==> config.mk <==
export PLATFORM = sky130hd
export DESIGN_NAME = pc_counter
export DESIGN_NICKNAME = d
export VERILOG_FILES = /design/src/rtl/pc_pkg.sv /design/src/rtl/pc_counter_inc_n.sv /design/src/rtl/pc_counter.sv
export SDC_FILE = /design/constraint.sdc
export NUM_CORES = 1
export LEC_CHECK = 0
export CAP_MARGIN = 10
export CORE_MARGIN = 3
export CORE_UTILIZATION = 35
export DETAILED_ROUTE_END_ITERATION = 12
export PLACE_DENSITY = 0.68
export SLEW_MARGIN = 40
export SYNTH_ARGS = -nofsm -noshare
export SYNTH_HDL_FRONTEND = slang
export SYNTH_SLANG_ARGS = --single-unit
==> constraint.sdc <==
create_clock -name clk -period 3.2 [get_ports clk]
set_clock_uncertainty 0.15 [all_clocks]
set_input_delay 0.32 -clock clk [delete_from_list [all_inputs] [get_ports clk]]
set_output_delay 0.32 -clock clk [all_outputs]
set_load 0.005 [all_outputs]
==> src/rtl/pc_pkg.sv <==
// Shared definitions for the program counter: default sizes, command codes
// and the nand-derived single-bit gate helpers used by the datapath.
package pc_pkg;

  localparam int PC_WIDTH_DEFAULT     = 16;
  localparam int PC_RESET_VAL_DEFAULT = 0;

  localparam logic [1:0] CMD_HOLD  = 2'd0;
  localparam logic [1:0] CMD_INC   = 2'd1;
  localparam logic [1:0] CMD_LOAD  = 2'd2;
  localparam logic [1:0] CMD_CLEAR = 2'd3;

  function automatic logic g_nand(input logic a, input logic b);
    return ~(a & b);
  endfunction

  function automatic logic g_not(input logic a);
    return g_nand(a, a);
  endfunction

  function automatic logic g_and(input logic a, input logic b);
    return g_not(g_nand(a, b));
  endfunction

  function automatic logic g_or(input logic a, input logic b);
    return g_nand(g_not(a), g_not(b));
  endfunction

  // Classic four-nand xor.
  function automatic logic g_xor(input logic a, input logic b);
    logic n;
    n = g_nand(a, b);
    return g_nand(g_nand(a, n), g_nand(b, n));
  endfunction

  // s ? a : b. A low select forces the a-leg nand high, so X on a is blocked.
  function automatic logic g_mux(input logic s, input logic a, input logic b);
    return g_nand(g_nand(a, s), g_nand(b, g_not(s)));
  endfunction

endpackage

==> src/rtl/pc_counter_inc_n.sv <==
// Ripple incrementer (carry-in fixed at 1) built from nand-only half adders.
module inc_n
  import pc_pkg::*;
#(
  parameter int WIDTH = PC_WIDTH_DEFAULT
) (
  input  logic [WIDTH-1:0] a,
  output logic [WIDTH-1:0] sum,
  output logic             carry_out
);

  logic [WIDTH:0] carry_s;

  assign carry_s[0] = 1'b1;

  for (genvar i = 0; i < WIDTH; i++) begin : g_ha
    assign sum[i]         = g_xor(a[i], carry_s[i]);
    assign carry_s[i + 1] = g_and(a[i], carry_s[i]);
  end

  assign carry_out = carry_s[WIDTH];

endmodule

==> src/rtl/pc_counter.sv <==
// Program counter with priority clear > load > inc > hold and a one-cycle
// post-reset valid. Defining PC_WRAP_FLAG_EN adds the wrap pulse output.
module pc_counter
  import pc_pkg::*;
#(
  parameter int               WIDTH     = PC_WIDTH_DEFAULT,
  parameter logic [WIDTH-1:0] RESET_VAL = WIDTH'(PC_RESET_VAL_DEFAULT)
) (
  input  logic             clk,
  input  logic             rst_n,
  input  logic             clear,
  input  logic             load,
  input  logic             inc,
  input  logic [WIDTH-1:0] in,
  output logic [WIDTH-1:0] out,
  output logic             valid
`ifdef PC_WRAP_FLAG_EN
  ,
  output logic             wrap
`endif
);

  logic [1:0]       cmd_s;
  logic             sel_clear_s;
  logic             sel_load_s;
  logic             sel_inc_s;
  logic [WIDTH-1:0] inc_sum_s;
  logic [WIDTH-1:0] step_s;
  logic [WIDTH-1:0] pick_s;
  logic [WIDTH-1:0] pc_d;
  logic [WIDTH-1:0] pc_q;
  logic             valid_q;

  // Priority encoder producing CMD_HOLD/INC/LOAD/CLEAR, then decoded to one-hot selects.
  assign cmd_s[1]    = g_or(clear, load);
  assign cmd_s[0]    = g_or(clear, g_and(inc, g_not(load)));
  assign sel_clear_s = g_and(cmd_s[1], cmd_s[0]);
  assign sel_load_s  = g_and(cmd_s[1], g_not(cmd_s[0]));
  assign sel_inc_s   = g_and(g_not(cmd_s[1]), cmd_s[0]);

`ifdef PC_WRAP_FLAG_EN
  logic carry_s;
  logic wrap_d;
  logic wrap_q;
`else
  logic carry_unused_s;
`endif

  inc_n #(
    .WIDTH(WIDTH)
  ) u_inc (
    .a        (pc_q),
    .sum      (inc_sum_s),
`ifdef PC_WRAP_FLAG_EN
    .carry_out(carry_s)
`else
    .carry_out(carry_unused_s)
`endif
  );

  for (genvar i = 0; i < WIDTH; i++) begin : g_sel
    assign step_s[i] = g_mux(sel_inc_s,   inc_sum_s[i], pc_q[i]);
    assign pick_s[i] = g_mux(sel_load_s,  in[i],        step_s[i]);
    assign pc_d[i]   = g_mux(sel_clear_s, RESET_VAL[i], pick_s[i]);
  end

  // Counter state and post-reset valid flag.
  always_ff @(posedge clk or negedge rst_n) begin
    if (!rst_n) begin
      pc_q    <= RESET_VAL;
      valid_q <= 1'b0;
    end else begin
      pc_q    <= pc_d;
      valid_q <= 1'b1;
    end
  end

  assign out   = pc_q;
  assign valid = valid_q;

`ifdef PC_WRAP_FLAG_EN
  // Carry out of the incrementer only means a wrap when increment was the chosen command.
  assign wrap_d = g_and(sel_inc_s, carry_s);

  // Registered one-cycle wrap pulse.
  always_ff @(posedge clk or negedge rst_n) begin
    if (!rst_n) begin
      wrap_q <= 1'b0;
    end else begin
      wrap_q <= wrap_d;
    end
  end

  assign wrap = wrap_q;
`endif

endmodule

==> qor.yml, run 1 <==
yosys-top-cells-area: "dfrtp_1, ha_1, mux2i_1, a211oi_1, nor2b_1"
instances_no_fill: 159
grt_overflow: 0
core_area_um2: 2830
grt_use_total_pct: 14.3
grt_start_max_net_pins: 20
cts.sinks: 17
register_area_um2: 425
max-clock-path-buffers: 2
peakVddDrop_mv: 0.283
cp.required_ps: 3230
ys_seq_area_share_pct: 40.0
cp_common_cell: "ha_4"
cp.arrival_ps: 3300
p_per_area_nw_per_um2: 299
rsz0062_at_grt: "yes"
synth_cells: 88
cts_tree: "built"
clk_latency_ps: 280
max-cap-violations: 0
num_io_pins: 38
via_count: 814
intPower_uw: 361
rows: 19
hp-class: "in2async"
syn_nets: 123
finalCritPeriodShare_pct: 102
fp.dieH_um: 61.1
yosysUniqueCellTypes: 16
holdWs_ps: 331
finalSetupViolations: 2
critPathBufInv: 0
clkPwrFrac_pct: 23.5
path_class: "reg2reg"
drcViolationCount: 0
area_growth_pct: 56.9
endpoint_kind: "flop"
yosysWarnings: 0
fill_cells: 252
dr.pass1.iters: 2
initialDrtViolationCount: 5
synth_area_um2: 1060
slew_violations: 0
synth_top_area_share_pct: 40.0
relSlewSlack_pct: 49.6
path_cells: "ha_2 > ha_4 > ha_4 > ha_4 > ha_4 > ha_4 > ha_4 > ha_4 > ha_4 > ha_4 > ha_4 > ha_4 > ha_4 > ha_4 > and4b_2 > a2111oi_4"
antenna_found_initial: 0
synth_seq_cells: 17
diodes: 0
dp_hpwl_um: 1780
yosys.area.top_type: "dfrtp_1"
die-area_um2: 3740
cts_max_level: 1
portBuffers: 37
die_width_um: 61.1
wl_per_cell_um: 15.2
layout.nets: 164
final_hold_viol_count: 0
startpoint_type: "flop"
routed_wl_um: 2420
dp_slack_ps: -84.9
multi_input_area_um2: 766
vias_per_cell: 5.12
dpl_cell_area_um2: 1600
sequentialPowerShare_pct: 49.8
gp_congestion: 0.722
numCtsBuffers: 3
critical_path.max_fanout: 2
fin_setup_tns_ps: -99.9
worst_slack_ps: -69.6
worstMarginPinSlew_ps: 753
violations: "negative setup slack"
pwr-share-comb_pct: 26.7
drive_above_1_share_pct: 21.9
cts_root_buf: "clkbuf_4"
initial_core_util_pct: 37.6
ant_nets: 0
postLayoutCellArea_um2: 1670
placed_cells: 153
finalCriticalPeriod_ps: 3270
avgSynthCellArea_um2: 12.1
grt_pass1_wl_um: 4040
cpPeakStageDelay_ps: 410
critical-path-top-delay-family: "adder cells"
cellLeakagePower_uw: 0.000671
slowest_stage: "dfrtp_1"
fmaxAchievable_ghz: 0.306
outcome: "complete, but fails checks"
switchingPower_uw: 138
grt_pass1_vias: 872
p_sw_share_pct: 27.6
path_clk_slew_ps: 100
==> synthesized netlist by cell type <==
master,number
a2111oi_2,1
a211oi_1,14
a211oi_2,2
and4b_2,1
buf_12,1
buf_2,2
buf_4,1
buf_6,1
clkbuf_1,1
conb_1,1
dfrtp_1,17
ha_1,14
inv_1,2
mux2i_1,14
nor2b_1,15
xnor2_1,1
==> layout by cell type, fill, tap and decap left out, drive strengths merged <==
master         instances
clkdlybuf4s50         36
dfrtp                 17
a211oi                16
nor2b                 15
mux2i                 14
ha                    14
buf                    5
clkbuf                 4
inv                    2
and4b                  1
a2111oi                1
xnor2                  1
dlygate4sd3            1
conb                   1
==> flip-flops by register name (all words and copies together) (netlist names) <==
name and count:
valid 1, out 16
==> power by group through the flow <==
stage               Clock [µW]  Combinational (µW)  Sequential, µW
floorplan                    0                56.3             252
global placement             0                 126             251
detailed placement           0                 129             252
CTS                        122                 135             249
global route               130                 147             252
finish                     117                 133             249
==> path summary, 6_finish.rpt <==
path	cells after the start	from	slack (ps)	end
min in group clk	3	in[1]	470	out[1]
min	2	rst_n	330	out[12]
max	16	out[0]	-70	out[15]
max in group asynchronous	2	rst_n	2290	valid
min reg2reg	2	out[12]	550	out[12]
max reg2reg	16	out[0]	-70	out[15]
==> timing repair <==
action | CTS | global route
resized for setup | 3 | 1
hold buffers | 0 | 1
pin swaps | 1 | 2
buffers inserted | 1 | 0
hold endpoints to repair | 0 | 17
setup endpoints to repair | 2 | 3
==> cell type report <==
cell class / count / area share, %
clock buffer: 4 / 1.57
inverter: 2 / 0.450
multi-input combinational: 63 / 45.9
sequential: 17 / 25.5
tap: 31 / 2.32
timing repair buffer: 42 / 24.3
==> cells by family after synthesis <==
| group | share of synthesized area [%] |
|---|---|
| xor gates and xnor gates | 0.824 |
| other | 0.353 |
| adders and majority gates | 16.5 |
| buffers and inverters | 5.65 |
| AOI/OAI and AO/OA | 13.6 |
| muxes | 13.2 |
| DFF | 40.0 |
| and+or+nand+nor | 9.88 |
==> layer usage <==
metal	part of all wire (%)	wire, µm	GRT usage, %	vias to the layer above
li1	-	-	-	401
met1	45	1090	18.4	397
met2	51	1240	25.2	14
met3	2.8	67	2.52	2
met4	0.66	16	2.79	0
met5	0	0	0	-
==> through the flow <==
stage	utilization [%]	power, µW
finish	59.0	499
global route	59.0	529
CTS	58.6	505
detailed placement	56.5	382
global placement	56.5	377
floorplan	-	309
Note: power is estimated with default switching activity, not from simulation.
==> inputs of run 2 (changes only) <==
--- a/config.mk
+++ b/config.mk
@@ -6,6 +6,7 @@
 export NUM_CORES = 1
 export LEC_CHECK = 0
 export CAP_MARGIN = 10
+export CORE_ASPECT_RATIO = 0.5
 export CORE_MARGIN = 3
 export CORE_UTILIZATION = 35
 export DETAILED_ROUTE_END_ITERATION = 12
==> run 2 against run 1 <==
  * The flow still finishes with violations (negative setup slack)
  * Final area rose by 1.3%
  * Clock power rose by 44%
  * Critical path depth did not move
  * Combinational power about the same
  * Fmax is 0.45% higher
  * Sequential share of layout area fell by 0.34 points
  * Sequential power barely moved
  * Total power increased by 9.6%
  * Core utilization rose by 2.9 points
  * Register-to-register slack about the same
  * Hold slack better by 28 ps
  * Critical endpoint unchanged
==> qor.yml, run 2 (same netlist as run 1, synthesis figures left out) <==
outcome: "complete, but fails checks"  # unchanged
violations: "negative setup slack"  # unchanged
cellLeakagePower_uw: 0.000680  # was 0.000671 µW
fin_setup_tns_ps: -64.9  # was -99.9 ps
gp_congestion: 0.673  # was 0.722
cts_root_buf: "clkbuf_8"  # was clkbuf_4
clk_latency_ps: 260  # was 280 ps
ant_nets: 0  # unchanged
cp_common_cell: "ha_4"  # unchanged
diodes: 0  # unchanged
grt_use_total_pct: 14.1  # was 14.3%
grt_overflow: 0  # unchanged
fmaxAchievable_ghz: 0.307  # was 0.306 GHz
cp.required_ps: 3210  # was 3230 ps
critical-path-top-delay-family: "adder cells"  # unchanged
finalCritPeriodShare_pct: 102  # about the same
crit_start: "out[1]"  # was out[0]
dp_hpwl_um: 1790  # was 1780 µm
hp-class: "in2async"  # unchanged
post_cts_buffers: 0  # was 1
initial_core_util_pct: 38.9  # was 37.6%
grt_start_max_net_pins: 18  # was 20
worstMarginPinSlew_ps: 703  # was 753 ps
die_width_um: 84.0  # was 61.1 µm
die-area_um2: 3780  # was 3740 µm²
r2r-start: "out[1]"  # was out[0]
postLayoutCellArea_um2: 1690  # was 1670 µm²
slew_violations: 0  # unchanged
rsz0062_at_grt: "yes"  # unchanged
portBuffers: 37  # unchanged
finalSetupViolations: 2  # unchanged
initialDrtViolationCount: 9  # was 5
drive_above_1_share_pct: 21.9  # unchanged
path_class: "reg2reg"  # unchanged
r2r_setup_slack_ps: -60  # was -70 ps
grt_pass1_vias: 837  # was 872
dr.pass1.iters: 4  # was 2
wl_per_cell_um: 14.3  # was 15.2 µm
routed_wl_um: 2370  # was 2420 µm
slowest_stage: "dfrtp_1"  # unchanged
fill_cells: 226  # was 252
final_hold_viol_count: 0  # unchanged
multi_input_area_um2: 761  # was 766 µm²
area_growth_pct: 59.1  # was 56.9%
num_io_pins: 38  # unchanged
final_cell_mix: "clkdlybuf4s50_1, dfrtp_1, nor2b_1"  # unchanged
dpl_cell_area_um2: 1610  # was 1600 µm²
layout.nets: 164  # unchanged
largest_reg_flops: 16  # unchanged
max-cap-violations: 0  # unchanged
fp.dieH_um: 45.0  # was 61.1 µm
vias_per_cell: 4.96  # was 5.12
cts_tree: "built"  # unchanged
mostFrequentLayoutCell: "clkdlybuf4s50_1"  # unchanged
finalCriticalPeriod_ps: 3260  # was 3270 ps
path_cells: "ha_2 > ha_4 > ha_4 > ha_4 > ha_4 > ha_4 > ha_4 > ha_4 > ha_4 > ha_4 > ha_4 > ha_4 > ha_4 > ha_4 > and4b_2 > a2111oi_4"  # unchanged
endpoint_kind: "flop"  # unchanged
via_count: 818  # was 814
cp.arrival_ps: 3270  # was 3300 ps
critPathBufInv: 0  # unchanged
r2r_end: "out[15]"  # unchanged
cts.sinks: 17  # unchanged
cts_max_level: 1  # unchanged
reg2regPathDepth: 16  # unchanged
critical_path.max_fanout: 2  # unchanged
register_area_um2: 425  # unchanged
numCtsBuffers: 3  # unchanged
max-clock-path-buffers: 2  # unchanged
grt_pass1_wl_um: 4120  # was 4040 µm
startpoint_type: "flop"  # unchanged
worst_slack_ps: -55.1  # was -69.6 ps
antenna_found_initial: 0  # unchanged
rows: 13  # was 19
path_clk_slew_ps: 70  # was 100 ps
peakVddDrop_mv: 0.172  # was 0.283 mV
core_area_um2: 2730  # was 2830 µm²
drcViolationCount: 0  # unchanged
p_per_area_nw_per_um2: 324  # was 299 nW/µm²
cpPeakStageDelay_ps: 390  # was 410 ps
relSlewSlack_pct: 53.0  # was 49.6%
==> run 2: cell types whose count changed in the layout (fill, tap and decap cells not counted) <==
cell      before  now
clkbuf_4       3    0
clkbuf_8       0    3
a211oi_1      12   13
a211oi_2       4    3
clkbuf_1       1    0
clkinv_2       0    1
==> run 2: where the power goes <==
part / internal, µW / total, µW / switching [µW]
Sequential: 230 / 248 / 18.4
Combinational: 81.9 / 130 / 48.5
Clock: 86.7 / 168 / 81.7
==> run 2: per-layer routing <==
metal	track usage (%)	share of wire, %	up-vias
met4	4.81	0.80	0
met3	4.01	5.5	3
li1	-	-	402
met5	0	0	-
met2	24.0	45	22
met1	17.8	48	391
==> run 2: stage by stage <==
stage | utilization [%] | total power (µW) | setup WS, ps | std cells | hold slack [ps]
after detailed placement | 59.0 | 381 | -73.7 | 160 | 505
after CTS | 61.7 | 556 | -78.3 | 164 | 400
after global placement | 59.0 | 380 | -37.8 | 160 | 503
after floorplan | - | 309 | 3.02 | 88 | -126
after global routing | 61.9 | 580 | -145 | 165 | 399
final | 61.9 | 547 | -55.1 | 165 | 360
==> run 2: area by class of cell <==
cell class / count / share of cell area [%]
clock buffer: 3 / 2.44
sequential: 17 / 25.1
inverter: 2 / 0.444
timing repair buffer: 42 / 24.0
tap: 37 / 2.74
multi-input combinational: 63 / 45.0
clock inverter: 1 / 0.296
==> run 2: repair_timing <==
item / 4_1_cts / 5_1_grt
pin swaps: 1 / 0
endpoints found under the setup margin: 2 / 2
resized for setup: 3 / 0
hold endpoints to repair: 0 / 17
hold buffers: 0 / 1
==> run 2: worst max-delay path by stage <==
stage / to / slack, ps / cells past startpoint
2_1_floorplan: out[15] / 3 / 16
3_3_place_gp: out[15] / -40 / 16
3_5_place_dp: out[15] / -70 / 16
4_1_cts: out[15] / -80 / 16
5_1_grt: out[15] / -140 / 16
6_report: out[15] / -60 / 16
==> run 2: worst register-to-register path: stages, from the launching register on <==
cell and delay, ps:
dfrtp_1 390, ha_2 200, ha_4 160, ha_4 150
ha_4 160, ha_4 150, ha_4 160, ha_4 160
ha_4 150, ha_4 170, ha_4 160, ha_4 150
ha_4 150, ha_4 150, ha_4 150, and4b_2 230
a2111oi_4 170
==> inputs of run 3 (changes only) <==
--- a/config.mk
+++ b/config.mk
@@ -9,8 +9,10 @@
 export CORE_ASPECT_RATIO = 0.5
 export CORE_MARGIN = 3
 export CORE_UTILIZATION = 35
+export CTS_BUF_LIST = sky130_fd_sc_hd__clkbuf_8
 export DETAILED_ROUTE_END_ITERATION = 12
 export PLACE_DENSITY = 0.68
+export SKIP_LAST_GASP = 1
 export SLEW_MARGIN = 40
 export SYNTH_ARGS = -nofsm -noshare
 export SYNTH_HDL_FRONTEND = slang
==> results of run 3 <==
Final layout, timing and power as in run 2 (identical DEF).
